===== src/rtl/batch_drain_scheduler_pkg.sv =====
// Shared definitions for the batch drain path: scheduler state encoding and
// the default batch-size width / read latency also used by the batch FIFO and
// permuter wrappers. No ports; import with batch_drain_scheduler_pkg::*.
package batch_drain_scheduler_pkg;

    typedef enum logic [1:0] {
        IDLE  = 2'd0,
        DRAIN = 2'd1,
        CLOSE = 2'd2
    } sched_state_e;

    localparam int BDS_SIZE_W       = 6;
    localparam int BDS_READ_LATENCY = 4;

endpackage


===== src/rtl/hyperpipe.sv =====
// Purpose : plain retiming delay line, DEPTH register stages (DEPTH >= 1).
// Latency : exactly DEPTH cycles from d_i to q_o.
// Backpr. : none; free-running, synchronous active-high reset clears all stages.
// Ports   : clk, rst, d_i[WIDTH], q_o[WIDTH].
module hyperpipe #(
    parameter int WIDTH = 1,
    parameter int DEPTH = 1
) (
    input  logic             clk,
    input  logic             rst,
    input  logic [WIDTH-1:0] d_i,
    output logic [WIDTH-1:0] q_o
);

    logic [WIDTH-1:0] stage_q [DEPTH];

    always_ff @(posedge clk) begin
        if (rst) begin
            for (int i = 0; i < DEPTH; i++) stage_q[i] <= '0;
        end else begin
            stage_q[0] <= d_i;
            for (int i = 1; i < DEPTH; i++) stage_q[i] <= stage_q[i-1];
        end
    end

    assign q_o = stage_q[DEPTH-1];

endmodule


===== src/rtl/rr_grant_picker.sv =====
// Purpose : round-robin pick of the first set request after last_grant_i.
// Latency : combinational.
// Backpr. : none; found_o low when no request is set.
// Ports   : req_i[NUM_REQ], last_grant_i[IDX_W] -> grant_o[IDX_W], found_o.
module rr_grant_picker
    import batch_drain_scheduler_pkg::*;
#(
    parameter int NUM_REQ = 8,
    parameter int IDX_W   = 3
) (
    input  logic [NUM_REQ-1:0] req_i,
    input  logic [IDX_W-1:0]   last_grant_i,
    output logic [IDX_W-1:0]   grant_o,
    output logic               found_o
);

    logic [IDX_W-1:0] cand;

    // Walk last+1 .. last+NUM_REQ (mod NUM_REQ); the last step revisits
    // last_grant_i itself so a lone requester can be granted repeatedly.
    always_comb begin
        grant_o = '0;
        found_o = 1'b0;
        cand    = '0;
        for (int k = 1; k <= NUM_REQ; k++) begin
            cand = IDX_W'((int'(last_grant_i) + k) % NUM_REQ);
            if (!found_o && req_i[cand]) begin
                found_o = 1'b1;
                grant_o = cand;
            end
        end
    end

endmodule


===== src/rtl/batch_drain_scheduler.sv =====
// Purpose : grants one batch requester round-robin, drains its batch one read per
//           cycle into the shared permuter, then emits one end-of-batch marker.
// Latency : accept/readReq are registered (1 cycle after the deciding edge);
//           dataArrives/batchDoneArrives follow readReq/close by READ_LATENCY.
// Backpr. : slowDown high blocks new grants and holds the drain (no readReq).
// Ports   : clk, rst (sync, active-high); batchValid/batchSizes in,
//           batchAccept/readReq one-hot out; dataArrives, batchDoneArrives,
//           activeIdx, busy; statBatches/statItems/statStalls counters, live
//           only when BATCH_SCHED_STATS_EN is defined, otherwise tied to 0.
module batch_drain_scheduler
    import batch_drain_scheduler_pkg::*;
#(
    parameter int  NUM_REQ      = 8,
    parameter int  SIZE_W       = BDS_SIZE_W,
    parameter int  READ_LATENCY = BDS_READ_LATENCY,
    localparam int IDX_W        = (NUM_REQ > 1) ? $clog2(NUM_REQ) : 1
) (
    input  logic                      clk,
    input  logic                      rst,
    input  logic [NUM_REQ-1:0]        batchValid,
    input  logic [NUM_REQ*SIZE_W-1:0] batchSizes,
    output logic [NUM_REQ-1:0]        batchAccept,
    input  logic                      slowDown,
    output logic [NUM_REQ-1:0]        readReq,
    output logic                      dataArrives,
    output logic                      batchDoneArrives,
    output logic [IDX_W-1:0]          activeIdx,
    output logic                      busy,
    output logic [31:0]               statBatches,
    output logic [31:0]               statItems,
    output logic [31:0]               statStalls
);

    sched_state_e        state_q;
    logic [SIZE_W-1:0]   remaining_q;
    logic [IDX_W-1:0]    last_grant_q;
    logic [IDX_W-1:0]    active_idx_q;
    logic [NUM_REQ-1:0]  accept_q;
    logic [NUM_REQ-1:0]  read_req_q;
    logic                done_q;

    logic [IDX_W-1:0]    grant_idx;
    logic                grant_found;
    logic [SIZE_W-1:0]   grant_size;

    rr_grant_picker #(
        .NUM_REQ (NUM_REQ),
        .IDX_W   (IDX_W)
    ) u_picker (
        .req_i        (batchValid),
        .last_grant_i (last_grant_q),
        .grant_o      (grant_idx),
        .found_o      (grant_found)
    );

    assign grant_size = batchSizes[SIZE_W*grant_idx +: SIZE_W];

    always_ff @(posedge clk) begin
        if (rst) begin
            state_q      <= IDLE;
            remaining_q  <= '0;
            last_grant_q <= IDX_W'(NUM_REQ - 1);
            active_idx_q <= '0;
            accept_q     <= '0;
            read_req_q   <= '0;
            done_q       <= 1'b0;
        end else begin
            accept_q   <= '0;
            read_req_q <= '0;
            done_q     <= 1'b0;
            case (state_q)
                IDLE: begin
                    if (grant_found && !slowDown) begin
                        accept_q     <= NUM_REQ'(1) << grant_idx;
                        remaining_q  <= grant_size;
                        active_idx_q <= grant_idx;
                        last_grant_q <= grant_idx;
                        state_q      <= (grant_size != '0) ? DRAIN : CLOSE;
                    end
                end
                DRAIN: begin
                    // DRAIN is only entered with remaining_q > 0 and left on the
                    // read that takes it to 0, so the decrement cannot wrap.
                    if (!slowDown) begin
                        read_req_q  <= NUM_REQ'(1) << active_idx_q;
                        remaining_q <= remaining_q - 1'b1;
                        if (remaining_q == SIZE_W'(1)) state_q <= CLOSE;
                    end
                end
                CLOSE: begin
                    // Marker enters the pipe one cycle after the last read, so
                    // it always trails that batch's data by exactly one slot.
                    done_q  <= 1'b1;
                    state_q <= IDLE;
                end
                default: state_q <= IDLE;
            endcase
        end
    end

    assign batchAccept = accept_q;
    assign readReq     = read_req_q;
    assign activeIdx   = active_idx_q;
    assign busy        = (state_q != IDLE);

    hyperpipe #(
        .WIDTH (1),
        .DEPTH (READ_LATENCY)
    ) u_data_pipe (
        .clk (clk),
        .rst (rst),
        .d_i (|read_req_q),
        .q_o (dataArrives)
    );

    hyperpipe #(
        .WIDTH (1),
        .DEPTH (READ_LATENCY)
    ) u_done_pipe (
        .clk (clk),
        .rst (rst),
        .d_i (done_q),
        .q_o (batchDoneArrives)
    );

`ifdef BATCH_SCHED_STATS_EN
    logic [31:0] stat_batches_q;
    logic [31:0] stat_items_q;
    logic [31:0] stat_stalls_q;

    always_ff @(posedge clk) begin
        if (rst) begin
            stat_batches_q <= '0;
            stat_items_q   <= '0;
            stat_stalls_q  <= '0;
        end else begin
            if (state_q == CLOSE && stat_batches_q != '1)
                stat_batches_q <= stat_batches_q + 32'd1;
            if (state_q == DRAIN && !slowDown && stat_items_q != '1)
                stat_items_q <= stat_items_q + 32'd1;
            if (state_q == DRAIN && slowDown && stat_stalls_q != '1)
                stat_stalls_q <= stat_stalls_q + 32'd1;
        end
    end

    assign statBatches = stat_batches_q;
    assign statItems   = stat_items_q;
    assign statStalls  = stat_stalls_q;
`else
    assign statBatches = '0;
    assign statItems   = '0;
    assign statStalls  = '0;
`endif

endmodule


===== config.mk =====
export PLATFORM = sky130hd
export DESIGN_NAME = batch_drain_scheduler
export DESIGN_NICKNAME = d
export VERILOG_FILES = /design/src/rtl/batch_drain_scheduler_pkg.sv /design/src/rtl/hyperpipe.sv /design/src/rtl/rr_grant_picker.sv /design/src/rtl/batch_drain_scheduler.sv
export SDC_FILE = /design/constraint.sdc
export NUM_CORES = 1
export LEC_CHECK = 0
export CAP_MARGIN = 30
export CORE_MARGIN = 5
export CORE_UTILIZATION = 42
export DETAILED_ROUTE_END_ITERATION = 12
export PLACE_DENSITY_LB_ADDON = 0.15
export SYNTH_ARGS = -nofsm -noshare
export SYNTH_HDL_FRONTEND = slang
export SYNTH_SLANG_ARGS = --single-unit
export TNS_END_PERCENT = 1

===== constraint.sdc =====
create_clock -name clk -period 5.2 [get_ports clk]
set_clock_uncertainty 0.2 [all_clocks]
set_input_delay 0.78 -clock clk [delete_from_list [all_inputs] [get_ports clk]]
set_output_delay 0.78 -clock clk [all_outputs]
set_load 0.05 [all_outputs]

# Yosys cells after proc, flatten, opt, wreduce, memory -nomap -nowiden
# Memories as Yosys holds them, arrays and structs flattened.
# Index checks and enable logic that the tools add are counted.
[word_totals] ram_bits=8 output_inout_bits=118 n_memories=2 elab_cells=125 ff_bits=31
[mem_list] name="u_data_pipe.stage_q" depth=4 width=1 read_ports=4 rd_clocked_by_memory_dff=0 write_ports=4 line="hyperpipe.sv:15" rtl="logic [WIDTH-1:0] stage_q [DEPTH];"
[mem_list] name="u_done_pipe.stage_q" depth=4 width=1 read_ports=4 rd_clocked_by_memory_dff=0 write_ports=4 line="hyperpipe.sv:15"
[classes] muxes=52 order_cmp=8 bitwise_logic=11 mul=1 eq_ne=6 reduce_logical=26 add_sub_neg=9 n_shift=3
[op_table] cell="variable part select 48 x 7 -> 6 bit" count=1
[op_table] cell="< comparator 3 x 4 -> 1 bit, second input constant" count=8
[op_table] cell="two-way mux 1 bit" count=28
[op_table] cell="binary-select mux 1 bit (select 3 bit)" count=8
[op_table] cell="two-way mux 3 bit" count=8
[op_table] cell="left shift 1 x 3 -> 8 bit, first input constant" count=2
[op_table] cell="adder 3 bit, second input constant" count=4
[op_table] cell="two-way mux 6 bit" count=2
[op_table] cell="case mux 6 bit (2 select lines)" count=1
[op_table] cell="logical AND 1 bit" count=8
[op_table] cell="logical NOT 1 bit" count=8
[op_table] cell="two-way mux 2 bit" count=4
[op_table] cell="OR 1 bit" count=8
[op_table] cell="OR reduction 8 bit" count=1
[op_table] cell="adder 3 x 1 -> 3 bit, second input constant" count=2
[op_table] cell="adder 3 x 2 -> 3 bit, second input constant" count=2
[op_table] cell="equality test 6 x 1 -> 1 bit, second input constant" count=1
[op_table] cell="inequality test 2 bit, second input constant" count=3
[op_table] cell="AND reduction 3 bit" count=2
[op_table] cell="nonzero test 6 bit" count=1
[op_table] cell="OR reduction 3 bit" count=2
[op_table] cell="subtractor 6 x 1 -> 6 bit, second input constant" count=1
[op_table] cell="multiplier 2 x 3 -> 5 bit, first input constant" count=1
[op_table] cell="case mux 2 bit (2 select lines)" count=1
[op_table] cell="6 further kinds" count=9

# Logic depth before layout (Yosys ltp)
# Gate-level depths: netlist (run 1).
[depth] depth_word=31 mapped_depth=20 depth_no_buf=13

# By module
# A second synthesis (run 1) with hierarchy kept.
[hier_totals] cells_unflattened=401 area_unflattened_um2=3493.4
[modules_own_cells] module="batch_drain_scheduler" area_per_inst_um2=2497.4 seq_area_each_um2=620.6 cells_per_inst=292 instances=1
[modules_own_cells] module="rr_grant_picker" area_per_inst_um2=785.8 seq_area_each_um2=0.0 cells_per_inst=93 instances=1
[modules_own_cells] module="hyperpipe" area_per_inst_um2=105.1 seq_area_each_um2=80.1 cells_per_inst=8 instances=2

# Worst setup path before layout (run 1)
# No wires, ideal clock.
[synth_timing] kind="register to register" from="reg last_grant_q[1]" to="reg state_q[0]" stages_incl_launch_ff=18 setup_ps=117 path_slack_ps=763 path_buffers=4 t_arrival_ps=4120 path_cell_list="dfxtp_1 > buf_6 > clkbuf_1 > inv_1 > ha_1 > buf_6 > nor2b_1 > a211oi_1 > a221o_2 > nand4_4 > or3b_4 > o22ai_2 > buf_6 > mux2_4 > mux4_2 > a31oi_2 > nand3_1 > o2bb2ai_1"
[synth_between] elab_chain_cells=31 elab_cells_between_ends=63
[synth_rtl] element="from (decl)" line="batch_drain_scheduler.sv:36" rtl="logic [IDX_W-1:0] last_grant_q;"
[synth_rtl] element="from (signal assigned)" line="batch_drain_scheduler.sv:62" rtl="last_grant_q <= IDX_W'(NUM_REQ - 1);"
[synth_rtl] element="from (signal assigned)" line="batch_drain_scheduler.sv:77" rtl="last_grant_q <= grant_idx;"
[synth_rtl] element="adder 3 x 1 -> 3 bit" line="rr_grant_picker.sv:26" rtl="cand = IDX_W'((int'(last_grant_i) + k) % NUM_REQ);"
[synth_rtl] element="binary-select mux 1 bit (select 3 bit)" line="rr_grant_picker.sv:27" rtl="if (!found_o && req_i[cand]) begin"
[synth_rtl] element="two-way mux 1 bit (not written as such)" line="rr_grant_picker.sv:27"
[synth_rtl] element="two-way mux 1 bit" line="rr_grant_picker.sv:27"
[synth_rtl] element="logical NOT 1 bit" line="rr_grant_picker.sv:27"
[synth_rtl] element="logical AND 1 bit" line="rr_grant_picker.sv:27"
[synth_rtl] element="two-way mux 1 bit" line="rr_grant_picker.sv:27"
[synth_rtl] element="logical NOT 1 bit" line="rr_grant_picker.sv:27"
[synth_rtl] element="[15 not listed]"
[synth_rtl] element="logical AND 1 bit" line="rr_grant_picker.sv:27"
[synth_rtl] element="two-way mux 3 bit" line="rr_grant_picker.sv:27"
[synth_rtl] element="multiplier 2 x 3 -> 5 bit" line="batch_drain_scheduler.sv:56" rtl="assign grant_size = batchSizes[SIZE_W*grant_idx +: SIZE_W];"
[synth_rtl] element="variable part select 48 x 7 -> 6 bit" line="batch_drain_scheduler.sv:56"
[synth_rtl] element="nonzero test 6 bit" line="batch_drain_scheduler.sv:78" rtl="state_q <= (grant_size != '0) ? DRAIN : CLOSE;"
[synth_rtl] element="two-way mux 2 bit" line="batch_drain_scheduler.sv:78"
[synth_rtl] element="two-way mux 2 bit" line="batch_drain_scheduler.sv:73" rtl="if (grant_found && !slowDown) begin"
[synth_rtl] element="case mux 2 bit (2 select lines)" line="batch_drain_scheduler.sv:71" rtl="case (state_q)"
[synth_rtl] element="to (signal assigned)" line="batch_drain_scheduler.sv:78"
[synth_rtl] element="to (decl)" line="batch_drain_scheduler.sv:34" rtl="sched_state_e state_q;"
# Parallel ways exist; a longest one is shown, timed or not. The select of a mux whose other input is x is not followed.
# A chain may end at the register's enable or synchronous reset.

# Worst setup path after layout (run 1)
[layout_timing] from="in batchValid[1]" to="reg state_q[1]"
[layout_between] elab_chain_cells=30 elab_cells_between_ends=55
[layout_rtl] element="from (decl)" line="batch_drain_scheduler.sv:20" rtl="input logic [NUM_REQ-1:0] batchValid,"
[layout_rtl] element="binary-select mux 1 bit (select 3 bit)" line="rr_grant_picker.sv:27"
[layout_rtl] element="two-way mux 1 bit (not written as such)" line="rr_grant_picker.sv:27"
[layout_rtl] element="two-way mux 1 bit" line="rr_grant_picker.sv:27"
[layout_rtl] element="logical NOT 1 bit" line="rr_grant_picker.sv:27"
[layout_rtl] element="logical AND 1 bit" line="rr_grant_picker.sv:27"
[layout_rtl] element="two-way mux 1 bit" line="rr_grant_picker.sv:27"
[layout_rtl] element="logical NOT 1 bit" line="rr_grant_picker.sv:27"
[layout_rtl] element="logical AND 1 bit" line="rr_grant_picker.sv:27"
[layout_rtl] element="[14 not listed]"
[layout_rtl] element="logical AND 1 bit" line="rr_grant_picker.sv:27"
[layout_rtl] element="two-way mux 3 bit" line="rr_grant_picker.sv:27"
[layout_rtl] element="multiplier 2 x 3 -> 5 bit" line="batch_drain_scheduler.sv:56"
[layout_rtl] element="variable part select 48 x 7 -> 6 bit" line="batch_drain_scheduler.sv:56"
[layout_rtl] element="nonzero test 6 bit" line="batch_drain_scheduler.sv:78"
[layout_rtl] element="two-way mux 2 bit" line="batch_drain_scheduler.sv:78"
[layout_rtl] element="two-way mux 2 bit" line="batch_drain_scheduler.sv:73"
[layout_rtl] element="case mux 2 bit (2 select lines)" line="batch_drain_scheduler.sv:71"
# Parallel ways exist; a longest one is shown, timed or not. The select of a mux whose other input is x is not followed.

==> results of run 1 <==
[registers in the layout, indices dropped and copies added (netlist names)]
signal	cells
batchAccept	8
readReq	8
last_grant_q	3
remaining_q	6
activeIdx	3
u_done_pipe.stage_q	4
u_data_pipe.stage_q	4
state_q	2
done_q	1
[through the flow]
stage	instance area, um^2	setup WS (ps)
floorplan	4120	763
global placement	4210	417
detailed placement	4210	302
CTS	4340	598
global route	4340	304
finish	4340	601
[placed cells by master (no fill, tap or decap), types with 3 or more instances in the layout]
master and instances:
nor3b_1 3, nand2_1 22, clkdlybuf4s50_1 80, nor3b_2 3, nor2_1 37, nor2b_1 13
mux2i_1 26, clkbuf_8 5, conb_1 96, mux2_4 3, ha_1 4, buf_4 8
a21oi_1 14, inv_1 9, dfxtp_1 39, mux2_2 8, nor3_1 12, a22oi_1 7
nand2b_1 7, o21ai_0 10, a211oi_1 6, nand3_1 7, a21o_1 3, mux4_2 9
[cells in the mapped netlist, types with 8 or more instances]
master | number | share of area
a21oi_1 | 15 | 0.020
nor2b_1 | 13 | 0.022
inv_1 | 9 | 0.0090
nor2_1 | 37 | 0.037
nor3_1 | 12 | 0.016
mux2i_1 | 26 | 0.069
mux4_2 | 9 | 0.054
buf_4 | 98 | 0.20
nand2_1 | 22 | 0.022
o21ai_0 | 10 | 0.013
mux2_2 | 8 | 0.024
dfxtp_1 | 39 | 0.21
[per-layer routing]
layer | track usage | share of wire | up-vias
li1 | - | - | 1444
met1 | 0.213 | 0.44 | 1371
met2 | 0.254 | 0.47 | 127
met3 | 0.0296 | 0.074 | 4
met4 | 0.0320 | 0.0077 | 0
met5 | 0 | 0 | -
[layout make-up]
cell class,instances,share of cell area
clock buffer,6,0.0167
sequential,39,0.180
clock inverter,2,0.0138
timing repair buffer,89,0.203
multi-input combinational,351,0.548
tap,108,0.0311
inverter,9,0.00778
[how the worst max path moves through the flow]
stage                         start              to
global route          batchValid[1]  remaining_q[3]
detailed placement    batchValid[1]      state_q[1]
floorplan           last_grant_q[1]      state_q[0]
CTS                   batchValid[1]      state_q[1]
finish                batchValid[1]      state_q[1]
global placement      batchValid[1]  remaining_q[2]
[power breakdown]
part / internal [W] / total (W) / switching (W) / leakage [nW]
logic: 0.00110 / 0.00269 / 0.00158 / 1.47
registers: 0.000360 / 0.000422 / 0.0000615 / 0.317
clock network: 0.000192 / 0.000291 / 0.0000998 / 0.0654
[cell families after synthesis]
logic type                 Yosys count  share of synthesized area
buffers and inverters              124                      0.256
DFF                                 39                      0.207
other                                1                   0.000996
adders and majority gates            4                     0.0133
AOI/OAI and AO/OA                   76                      0.157
muxes                               47                      0.166
xor gates and xnor gates             5                     0.0196
and+or+nand+nor                    123                      0.180
==> results.cfg, run 1 <==
[outcome]
status = finished, final reports clean

[floorplanning]
die_h_um = 105
die-area_um2 = 11000
pin_count = 177
core_um2 = 8720
rows = 34
die_w_um = 105
initial_core_util = 0.432

[setup_path]
cpPeakStageDelay_ps = 570
critPathArrivalTime_ps = 4600
regToRegStartpoint = last_grant_q[0]
path_buf_inv = 1
crit_chain = clkdlybuf4s50_1, nor2b_1, a211oi_1, a221o_2, nand4_4, or3b_4, o22ai_2, mux2_2, mux4_2, a31oi_2, nand4_1, a21oi_1
crit_family = compound AO/OA/AOI/OAI gates
r2r-end = remaining_q[3]
crit_cells = 12
startpoint_type = primary input
worst-path-max-fanout = 7
critPathSlowestCell = a211oi_1
reg2reg_slack_ps = 650
end_kind = flip-flop
path_class = primary input to flip-flop
worstPathRequired_ps = 5210
r2r_cells = 15

[power_and_ir_drop]
powerDensity_nw_per_um2 = 783
finalPower_w = 0.00340
leakagePower_nw = 1.85
ir_worst_vdd_mv = 0.400

[cts]
clkTransAtPathRegs_ps = 80
cts_tree = yes
post-cts-setup-buffer-count = 0
cts_hold_buf = 0
h-tree-depth = 2
root_buffer = clkbuf_8
cts_max_path_buffers = 2
cts.sinks = 39
numCtsBuffers = 5
clk_latency_ps = 290
cts_resized = 0

[detailed_routing]
vias = 2946
wl_per_cell_um = 14.7
final_antenna_net_count = 0
routed_via_density = 4.88
drt_iter0_drc = 119
dr.pass1.iters = 4
wirelength_mm = 8.86
drcViolationCount = 0

[global_routing]
first_global_vias = 2919
grt_start_max_net_pins = 27
grt_pass1_wl_mm = 14.4
track_usage = 0.155
overflow = 0
antenna_found_initial = 0

[layout]
fin_cells = 604
register_area_um2 = 781
area_growth_syn_to_layout_pct = 15.4
fin_util = 0.498
drive_above_1_share = 0.133
multi_input_area_um2 = 2380
fill_cells = 823
diodes = 0
final_nets = 558

[min_path]
hold_end = u_done_pipe.stage_q[2]
hold_path_depth = 1
worstHoldStart = u_done_pipe.stage_q[1]
hold_class = flip-flop to flip-flop

[placement]
portBuffers = 80
gp_congestion = 0.848
place_inst = 596
place.detailed.hpwl_mm = 7.23

[sta]
drv_slew = 0
finalSetupTns_ps = 0
relSlewSlack = 0.348
tightest_slew_ps = 976
period_needed_ps = 4600
grt_setup_unrepaired = no
holdWs_ps = 243
setup-violations-final = 0
maxClockFrequency_ghz = 0.217
hold_viol_final = 0
min_period_over_period = 0.884

[yosys]
synth_cell_types = 75
synth_warnings = 0
synth-edff-count = 0
ys.flop_type = dfxtp_1
synthArstFlopShare = 0
synth_seq_cells = 39
netlist_instances = 419
synth_area_per_cell_um2 = 8.98
syn_area_um2 = 3760
synth.yosys.seq_area_share = 0.207

[flow_run]
maxCapViolations = 0
Note: power is estimated with default switching activity, not from simulation.
==> run 2: changes to the inputs <==
- CORE_MARGIN: 5 -> unset
- PLACE_DENSITY: unset -> 0.87
- PLACE_DENSITY_LB_ADDON: 0.15 -> unset
==> run 2 against run 1 <==
Effect of this change: global-route usage up 1.7 points; count of clock-buffer cells in the layout grew 1; critical path type unchanged; register-to-register slack lost 60 ps; wire length down 5.5%; highest routed layer unchanged; worst hold slack lost 7.2 ps; cell count decreased by 0.33%; maximum frequency is 0.54% lower; sequential power hardly changed.
==> results.cfg, run 2 (synthesized netlist as in run 1, its figures left out) <==
[outcome]
status = finished, final reports clean

[layout]
final_nets = 556
layout_commonest_cell = conb_1
fill_cells = 834
area_growth_syn_to_layout_pct = 13.3
diodes = 0
drive_above_1_share = 0.128
mostFrequentLayoutCells = conb_1 (96), clkdlybuf4s50_1 (80), dfxtp_1 (39)

[sta]
tightest_slew_ps = 893
period_needed_ps = 4620
min_period_over_period = 0.889
drv_slew = 0
setup-violations-final = 0
grt_setup_unrepaired = no
relSlewSlack = 0.403
hold_viol_final = 0
finalSetupTns_ps = 0
maxClockFrequency_ghz = 0.216
fin_ws_ps = 576

[floorplanning]
core_um2 = 8680
die_w_um = 96.7
pin_count = 177
die-area_um2 = 9340
initial_core_util = 0.434
die_h_um = 96.7
rows = 34

[setup_path]
path_class = primary input to flip-flop
startpoint_type = primary input
crit_start = batchValid[1]
cpPeakStageDelay_ps = 550
crit_cells = 12
r2r-end = state_q[0]
worst-path-max-fanout = 7
path_buf_inv = 1
r2r_cells = 14
critPathSlowestCell = mux4_2
end_kind = flip-flop
crit_family = multiplexers
crit_chain = clkdlybuf4s50_1, mux4_2, mux2_2, nor2_4, nand4_4, or3b_4, o22ai_2, mux2_2, mux4_2, a31oi_2, nand3_1, o2bb2ai_1
critPathArrivalTime_ps = 4600
regToRegStartpoint = last_grant_q[0]
worstPathRequired_ps = 5180
reg2reg_slack_ps = 590

[power_and_ir_drop]
power_frac_comb = 0.811
ir_worst_vdd_mv = 0.415
switching_share = 0.536
p_sw_w = 0.00174
leakagePower_nw = 1.81
seqPwrFrac = 0.131
powerDensity_nw_per_um2 = 761
p_int_w = 0.00151
clock_power_share = 0.058

[cts]
cts_hold_buf = 0
numCtsBuffers = 5
cts.sinks = 39
clk_latency_ps = 290
clkTransAtPathRegs_ps = 70
root_buffer = clkbuf_8
cts_max_path_buffers = 2
cts_tree = yes
cts_resized = 0
h-tree-depth = 2
post-cts-setup-buffer-count = 0

[detailed_routing]
drt_iter0_drc = 158
wl_per_cell_um = 13.9
drcViolationCount = 0
wirelength_mm = 8.38
vias = 3031
routed_via_density = 5.03
dr.pass1.iters = 6
final_antenna_net_count = 0

[min_path]
hold_path_depth = 1
hold_end = u_done_pipe.stage_q[3]
hold_class = flip-flop to flip-flop
worstHoldStart = u_done_pipe.stage_q[2]

[global_routing]
first_global_vias = 2736
grt_start_max_net_pins = 27
overflow = 0
antenna_found_initial = 0
grt_pass1_wl_mm = 13.4
track_usage = 0.172

[placement]
place.detailed.hpwl_mm = 6.78
portBuffers = 80
dpl_worst_slack_ps = 288
gp_congestion = 0.872

[flow_run]
maxCapViolations = 0
run 2: cell types whose count changed in the layout (fill, tap and decap cells not counted), sizes merged:
cell    delta
buf        -2
bufinv     -2
clkbuf     +1
clkinv     +1
run 2: per-stage QoR:
| step | util | total power, W | area (um^2) | hold WS [ps] | std cells |
|---|---|---|---|---|---|
| 5_1_grt | 0.491 | 0.00349 | 4260 | 260 | 602 |
| 2_1_floorplan | - | 0.00275 | 4120 | 214 | 514 |
| 3_5_place_dp | 0.482 | 0.00303 | 4180 | 227 | 594 |
| 3_3_place_gp | 0.482 | 0.00298 | 4180 | 223 | 594 |
| 4_1_cts | 0.491 | 0.00323 | 4260 | 243 | 602 |
| 6_report | 0.491 | 0.00325 | 4260 | 236 | 602 |
run 2: worst max path at each step:
stage                       endpoint
after floorplan           state_q[0]
after detailed placement  state_q[0]
final                     state_q[0]
after CTS                 state_q[0]
after global routing      state_q[0]
after global placement    state_q[1]
run 2: final cells by class:
class	instances	area [um^2]	share of cell area
timing repair buffer	87	853	0.200
inverter	9	33.8	0.00792
multi-input combinational	351	2380	0.558
tap	108	135	0.0317
sequential	39	781	0.183
clock buffer	7	76.3	0.0179
clock inverter	1	5.00	0.00117
run 2: worst reg2reg max path, delay by kind of cell (launching register included):
| family | cells | cell delay, ps |
|---|---|---|
| buffers and inverters | 2 | 290 |
| AND/OR/NAND/NOR | 4 | 800 |
| adder cells (fa/ha/maj) | 1 | 690 |
| flip-flops | 1 | 340 |
| AO/OA/AOI/OAI | 5 | 1300 |
| multiplexers | 2 | 890 |
run 2: per-layer routing:
metal | up-vias | share of wire | GRT usage | routed length (um)
li1 | 1439 | - | - | -
met1 | 1442 | 0.42 | 0.220 | 3550
met2 | 139 | 0.50 | 0.300 | 4170
met3 | 11 | 0.066 | 0.0282 | 552
met4 | 0 | 0.013 | 0.0425 | 108
met5 | - | 0 | 0 | 0
run 2: power by group through the flow:
stage	clock network (W)	registers, W	logic, W
after floorplan	0	0.000502	0.00225
after global placement	0	0.000427	0.00255
after detailed placement	0	0.000429	0.00260
after CTS	0.000194	0.000424	0.00261
after global routing	0.000205	0.000433	0.00285
final	0.000189	0.000425	0.00263
